### src/rtl/skylark_lsu_pkg.sv
// Shared types and encodings for the Skylark-V writeback load/store unit.
package skylark_lsu_pkg;

    typedef enum logic [1:0] {
        IDLE        = 2'd0,
        WAIT_GNT    = 2'd1,
        WAIT_RVALID = 2'd2,
        DONE        = 2'd3
    } lsu_state_t;

    localparam logic [2:0] F3_B  = 3'b000;
    localparam logic [2:0] F3_H  = 3'b001;
    localparam logic [2:0] F3_W  = 3'b010;
    localparam logic [2:0] F3_BU = 3'b100;
    localparam logic [2:0] F3_HU = 3'b101;

    localparam logic [1:0] RS_ALU = 2'b00;
    localparam logic [1:0] RS_MEM = 2'b01;
    localparam logic [1:0] RS_PC  = 2'b10;

endpackage

### src/rtl/lsu_data_align.sv
// Combinational lane steering for the load/store unit: byte enables, store
// replication, load extension and the misaligned/illegal-size flag.
module lsu_data_align
    import skylark_lsu_pkg::*;
(
    input  logic [31:0] addr_i,
    input  logic [2:0]  funct3_i,
    input  logic [31:0] storeData_i,
    input  logic [31:0] rdata_i,
    output logic [31:0] memAddr_o,
    output logic [3:0]  memBe_o,
    output logic [31:0] memWdata_o,
    output logic [31:0] loadData_o,
    output logic        bad_o
);

    logic [1:0]  offset;
    logic [31:0] shifted;

    assign offset    = addr_i[1:0];
    assign memAddr_o = {addr_i[31:2], 2'b00};
    // Bring the addressed lane down to bit 0 before extension.
    assign shifted   = rdata_i >> {offset, 3'b000};

    always_comb begin
        memBe_o    = 4'b0000;
        memWdata_o = storeData_i;
        loadData_o = rdata_i;
        bad_o      = 1'b0;
        case (funct3_i)
            F3_B, F3_BU: begin
                memBe_o    = 4'b0001 << offset;
                memWdata_o = {4{storeData_i[7:0]}};
                loadData_o = {{24{(funct3_i == F3_B) & shifted[7]}}, shifted[7:0]};
            end
            F3_H, F3_HU: begin
                memBe_o    = 4'b0011 << {offset[1], 1'b0};
                memWdata_o = {2{storeData_i[15:0]}};
                loadData_o = {{16{(funct3_i == F3_H) & shifted[15]}}, shifted[15:0]};
                bad_o      = offset[0];
            end
            F3_W: begin
                memBe_o = 4'b1111;
                bad_o   = (offset != 2'b00);
            end
            default: bad_o = 1'b1;
        endcase
    end

endmodule

### src/rtl/wb_load_store_unit.sv
// Writeback-stage load/store unit: runs the memory handshake, stalls the
// EX/WB register while an access is outstanding and drives the RF write port.
module wb_load_store_unit
    import skylark_lsu_pkg::*;
#(
    parameter int unsigned TIMEOUT = 16
) (
    input  logic        clk,
    input  logic        reset,
    input  logic [4:0]  A3_W,
    input  logic [31:0] ALUResultW,
    input  logic [31:0] RD2_W,
    input  logic [31:0] PCNextW,
    input  logic        RegWriteW,
    input  logic        MemReadW,
    input  logic        MemWriteW,
    input  logic [2:0]  Funct3W,
    input  logic [1:0]  ResultSrcW,
    output logic        mem_req,
    output logic        mem_we,
    output logic [31:0] mem_addr,
    output logic [3:0]  mem_be,
    output logic [31:0] mem_wdata,
    input  logic        mem_gnt,
    input  logic        mem_rvalid,
    input  logic [31:0] mem_rdata,
    output logic        rf_we,
    output logic [4:0]  rf_a3,
    output logic [31:0] rf_wd,
    output logic        StallW,
    output logic        ErrW
);

    localparam logic [7:0] LAST_WAIT = 8'(TIMEOUT - 1);

    lsu_state_t  state_q, state_d;
    logic [31:0] load_q, load_d;
    logic        err_q, err_d;
    logic [7:0]  waitCnt_q, waitCnt_d;
    logic        memOp, badAccess, timeoutHit;
    logic [31:0] loadData, aluOrPc;

    lsu_data_align u_align (
        .addr_i      (ALUResultW),
        .funct3_i    (Funct3W),
        .storeData_i (RD2_W),
        .rdata_i     (mem_rdata),
        .memAddr_o   (mem_addr),
        .memBe_o     (mem_be),
        .memWdata_o  (mem_wdata),
        .loadData_o  (loadData),
        .bad_o       (badAccess)
    );

    assign memOp      = MemReadW | MemWriteW;
    assign timeoutHit = (waitCnt_q == LAST_WAIT);
    assign aluOrPc    = (ResultSrcW == RS_PC) ? PCNextW : ALUResultW;
    assign rf_a3      = A3_W;
    assign mem_we     = mem_req & MemWriteW;

    // A handshake event in the last allowed wait cycle wins over the timeout.
    always_comb begin
        state_d = state_q;
        load_d  = load_q;
        err_d   = err_q;
        case (state_q)
            IDLE: begin
                if (memOp && !badAccess) begin
                    if (mem_gnt) state_d = MemReadW ? WAIT_RVALID : DONE;
                    else         state_d = WAIT_GNT;
                end
            end
            WAIT_GNT: begin
                if (mem_gnt) begin
                    state_d = MemReadW ? WAIT_RVALID : DONE;
                end else if (timeoutHit) begin
                    state_d = DONE;
                    err_d   = 1'b1;
                end
            end
            WAIT_RVALID: begin
                if (mem_rvalid) begin
                    state_d = DONE;
                    load_d  = loadData;
                end else if (timeoutHit) begin
                    state_d = DONE;
                    err_d   = 1'b1;
                end
            end
            DONE: begin
                state_d = IDLE;
                err_d   = 1'b0;
            end
            default: state_d = IDLE;
        endcase

        if (state_d != state_q)
            waitCnt_d = 8'd0;
        else if (state_q == WAIT_GNT || state_q == WAIT_RVALID)
            waitCnt_d = waitCnt_q + 8'd1;
        else
            waitCnt_d = waitCnt_q;
    end

    always_comb begin
        mem_req = 1'b0;
        StallW  = 1'b0;
        ErrW    = 1'b0;
        rf_we   = 1'b0;
        rf_wd   = aluOrPc;
        case (state_q)
            IDLE: begin
                if (memOp) begin
                    if (badAccess) begin
                        ErrW = 1'b1;
                    end else begin
                        mem_req = 1'b1;
                        StallW  = 1'b1;
                    end
                end else begin
                    rf_we = RegWriteW & (A3_W != 5'd0);
                end
            end
            WAIT_GNT: begin
                mem_req = 1'b1;
                StallW  = 1'b1;
            end
            WAIT_RVALID: StallW = 1'b1;
            DONE: begin
                ErrW  = err_q;
                rf_wd = load_q;
                rf_we = MemReadW & RegWriteW & (A3_W != 5'd0) & ~err_q;
            end
            default: ;
        endcase
        if (reset) begin
            mem_req = 1'b0;
            StallW  = 1'b0;
            ErrW    = 1'b0;
            rf_we   = 1'b0;
        end
    end

    always_ff @(posedge clk) begin
        if (reset) begin
            state_q   <= IDLE;
            load_q    <= 32'd0;
            err_q     <= 1'b0;
            waitCnt_q <= 8'd0;
        end else begin
            state_q   <= state_d;
            load_q    <= load_d;
            err_q     <= err_d;
            waitCnt_q <= waitCnt_d;
        end
    end

endmodule

### config.mk
export PLATFORM = sky130hd
export DESIGN_NAME = wb_load_store_unit
export DESIGN_NICKNAME = d
export VERILOG_FILES = /design/src/rtl/skylark_lsu_pkg.sv /design/src/rtl/lsu_data_align.sv /design/src/rtl/wb_load_store_unit.sv
export SDC_FILE = /design/constraint.sdc
export NUM_CORES = 1
export LEC_CHECK = 0
export CAP_MARGIN = 20
export CORE_ASPECT_RATIO = 1.25
export CORE_MARGIN = 3
export CORE_UTILIZATION = 30
export CTS_BUF_LIST = sky130_fd_sc_hd__clkbuf_4 sky130_fd_sc_hd__clkbuf_8 sky130_fd_sc_hd__clkbuf_16
export DETAILED_ROUTE_END_ITERATION = 12
export GPL_ROUTABILITY_DRIVEN = 0
export HOLD_SLACK_MARGIN = 0.05
export PLACE_DENSITY_LB_ADDON = 0.25
export SLEW_MARGIN = 25
export SYNTH_ARGS = -nofsm -noshare
export SYNTH_HDL_FRONTEND = slang
export SYNTH_SLANG_ARGS = --single-unit
### constraint.sdc
create_clock -name clk -period 2.2 [get_ports clk]
set_clock_uncertainty 0.1 [all_clocks]
set_input_delay 0.55 -clock clk [delete_from_list [all_inputs] [get_ports clk]]
set_output_delay 0.55 -clock clk [all_outputs]
set_load 0.01 [all_outputs]
==> summary.md <==
The detail route stage leaves a number of antenna-violating nets equal to 0. For flop-to-flop paths, the worst setup slack is 0.12 ns. The logs give 0 for the count of pins over their slew limit and 4633 for the overall via count from detail_route.

STA puts the critical path data required time at 1.55 ns. At the end of the flow, the number of nets in the layout was 900. The smallest clock period supported by the final layout is computed as 2.20 ns. The number of endpoints with negative hold slack in the final report is 0.

The die area is 14300 µm². Proportion of register bits with asynchronous set or reset after synthesis: 0. For the number of warnings printed during yosys synthesis, the log shows 0.

Wires add up to 16.1 mm. TritonCTS built the clock tree. The run gives 195 as the detailed router's first-iteration violation count.

In the layout the commonest cells are sky130_fd_sc_hd__clkdlybuf4s50_1 (133), sky130_fd_sc_hd__o21ai_0 (59), sky130_fd_sc_hd__buf_4 (54), sky130_fd_sc_hd__buf_2 (54), sky130_fd_sc_hd__dlygate4sd2_1 (49). For this run, the detailed router's first-pass iteration total came to 5. After detailed routing, the average wire length per cell comes to 17.6 µm. For the worst flop-to-flop path, the logic depth is 9. The run gives 0 as the number of antenna violations at the first check in global routing. Once detailed placement completed, the half-perimeter wirelength came to 12.5 mm.

Number of fill cells in the layout: 1165. The class of the tightest hold or removal check is flop to flop. Setup violations remaining at the end of the flow were counted as 0.

The worst setup path is captured at an output pin. The worst hold path terminates at waitCnt_q[2]$_SDFFE_PP0N_. In this run the power density over the cells is 542 nW/µm².

Synthesis instantiated 55 different standard cells from the library. Compared with the post-synthesis result, the final layout area differs by 77.3%. Final period utilization: 0.999. The logs give 0.312 for the initial cell density of the core and 4683 for the via count of the first global-routing pass. The H-tree generated during clock tree synthesis spans 2 levels. Using the TritonRoute via totals, the vias-per-cell ratio works out to 5.07. The cell leakage power is 2.84 nW, and the die span in y is 133 µm.

The number of antenna diodes in the final layout is 0. The run gives 12400 µm² as the area inside the core boundary. The cell type with the highest occurrence count on the critical path is sky130_fd_sc_hd__buf_6. For this design the top-level I/O count stands at 255. The die width is 108 µm, and the first-pass GRT wire length is 24.4 mm.

The largest net degree at the start of global routing was 41; the mean cell area of the mapped netlist was 7.80 µm². The beginning of the worst register-to-register path is state_q[1]$_SDFF_PP0_. After clock tree synthesis, the flow added hold-fix buffers numbering 0. VDD sags by at most 0.343 mV. The fraction of final layout cells with drive strength greater than 1 is 0.291, and the number of enable-type register cells in the synthesized netlist is 0. Clock tree synthesis selected as its root buffer the cell sky130_fd_sc_hd__clkbuf_16.

The largest single stage delay on the critical path is 0.29 ns. Counting instances, the worst hold path has a depth of 2. Summing all multi-input logic gate instances after layout gives 2650 µm². The tools report the capturing point of the worst reg2reg path as waitCnt_q[3]$_SDFFE_PP0N_. Clock sink total: 43.

The run finished with clean final reports. The clock latency at the later pin of the worst-skew pair was 0.28 ns; the count of input and output buffers was 252. For this run, the leading register cell type out of synthesis is sky130_fd_sc_hd__dfxtp_1.

The tool flagged a number of max-cap violations equal to 0. After synthesis the cells add up to 3870 µm². Setup repair after global routing could not meet its margin everywhere. Data arrival time of the worst path: 1.55 ns.

The critical path goes through buf_8, buf_8, nor2_4, buf_6, buf_6, mux2_4, buf_6. The run gives 0.222 as the post-synthesis sequential area ratio. The nature of the critical path startpoint is an input port. The aggregate global routing overflow is 0.

The overall track demand over capacity in global routing came out at 0.211. The critical path class is input port to output pin. In this run the cell area measured after placement is 6660 µm².

The tools report the hold path startpoint as waitCnt_q[2]$_SDFFE_PP0N_. The floorplan has 45 rows. After detailed routing, the number of remaining DRC violations is 0. Of all nets on the critical path, the largest fanout is 8.

After layout, the design draws a total of 3.72 mW. Across the whole layout, storage elements account for 866 µm². The logs give 0.554 for the final core utilization and 496 for the gate count after technology mapping. After routing the design area is 6860 µm².

The run gives 0.639 as the tightest slew margin relative to the limit. The cell with the biggest individual delay on the critical path was sky130_fd_sc_hd__mux2_4. At the pin with the least slew margin, the transition time is 0.533 ns. The library cell used most frequently in the layout, excluding fill and tap cells, is sky130_fd_sc_hd__clkdlybuf4s50_1. The post-synthesis register bit count was 43. Derived from the worst setup path, the maximum achievable clock frequency is 455 MHz.

The run gives 2 as the number of buffers on the longest clock path. Clock-pin slew was measured on the worst setup and hold paths at 0.06 ns. Buffers inserted during clock tree synthesis total 5.
[worst max path at each step]
stage / startpoint / cells after the start / to
5_1_grt: ResultSrcW[0] / 7 / rf_wd[17]
3_5_place_dp: Funct3W[0] / 8 / StallW
6_report: Funct3W[1] / 7 / mem_wdata[12]
3_3_place_gp: Funct3W[0] / 8 / StallW
4_1_cts: Funct3W[1] / 7 / mem_wdata[12]
2_1_floorplan: Funct3W[1] / 3 / mem_wdata[10]
[per-layer routing]
metal	wire length, µm	vias to the layer above	GRT usage
met5	0	-	0
met4	211	0	0.0421
met3	1540	13	0.0547
met2	8390	210	0.402
met1	5940	2154	0.230
li1	-	2256	-
[stage by stage]
stage	instances	setup WS, ns	hold WS, ns	TNS [ns]
3_3_place_gp	891	-0.855	0.403	-55.86
4_1_cts	913	-0.0524	0.432	-0.106
5_1_grt	913	-0.0462	0.474	-0.425
3_5_place_dp	891	-0.890	0.414	-59.27
2_1_floorplan	497	0.00812	0.384	0
6_report	913	0.00150	0.427	0
[worst max-delay path: cells and delay by family]
family	cells	cell delay (ns)
buffers and inverters	5	0.59
multiplexers	1	0.29
AND/OR/NAND/NOR	1	0.12
[cell usage after synthesis, types with 3 or more instances]
library cell,number,share of area
sky130_fd_sc_hd__a21oi_1,50,0.065
sky130_fd_sc_hd__a21oi_4,10,0.042
sky130_fd_sc_hd__a222oi_1,7,0.018
sky130_fd_sc_hd__a22oi_1,7,0.014
sky130_fd_sc_hd__buf_2,8,0.010
sky130_fd_sc_hd__buf_4,45,0.087
sky130_fd_sc_hd__clkbuf_1,29,0.028
sky130_fd_sc_hd__dfxtp_1,43,0.22
sky130_fd_sc_hd__ha_1,7,0.023
sky130_fd_sc_hd__inv_1,6,0.0058
sky130_fd_sc_hd__mux2_2,23,0.067
sky130_fd_sc_hd__mux2i_1,44,0.11
sky130_fd_sc_hd__nand2_1,47,0.046
sky130_fd_sc_hd__nor2_1,28,0.027
sky130_fd_sc_hd__nor3_1,6,0.0078
sky130_fd_sc_hd__o21ai_0,78,0.10
sky130_fd_sc_hd__o31a_1,3,0.0068
sky130_fd_sc_hd__xnor2_1,3,0.0068
sky130_fd_sc_hd__xor2_1,4,0.0091
[area by class of cell]
cell class,count,area share
multi-input combinational,363,0.386
clock inverter,2,0.00182
sequential,43,0.126
tap,164,0.0299
clock buffer,6,0.0193
timing repair buffer,329,0.433
inverter,6,0.00328
[report_power, final]
group          internal, mW  switching [mW]  leakage (nW)
clock                 0.432           0.305        0.0703
sequential            0.897          0.0837         0.349
combinational          1.03           0.969          2.42
total                  2.36            1.36          2.84
[sequential cells by signal (all words and copies together) (netlist names)]
signal / count
waitCnt_q: 8
load_q: 32
state_q: 2
err_q: 1
[kinds of logic (layout without fill, tap and decap cells)]
logic type      after synthesis  in the layout  synth area share
flops                        43             43             0.222
other cells                   1              2          0.000969
compound gates              176            176             0.293
simple gates                103            103             0.121
buf+inv                      91            343             0.137
xor+xnor                      7              7            0.0158
mux                          68             68             0.187
fa+ha+maj                     7              7            0.0226
[repair_timing]
action | 4_1_cts | 5_1_grt
gates resized for setup | 390 | 37
setup buffers | 12 | 2
pin swaps | 13 | 8
cloned | 3 | 0
endpoints found under the setup margin | 140 | 45
hold endpoints to repair | 0 | 0
No activity file was read; power rests on OpenSTA's default activity.
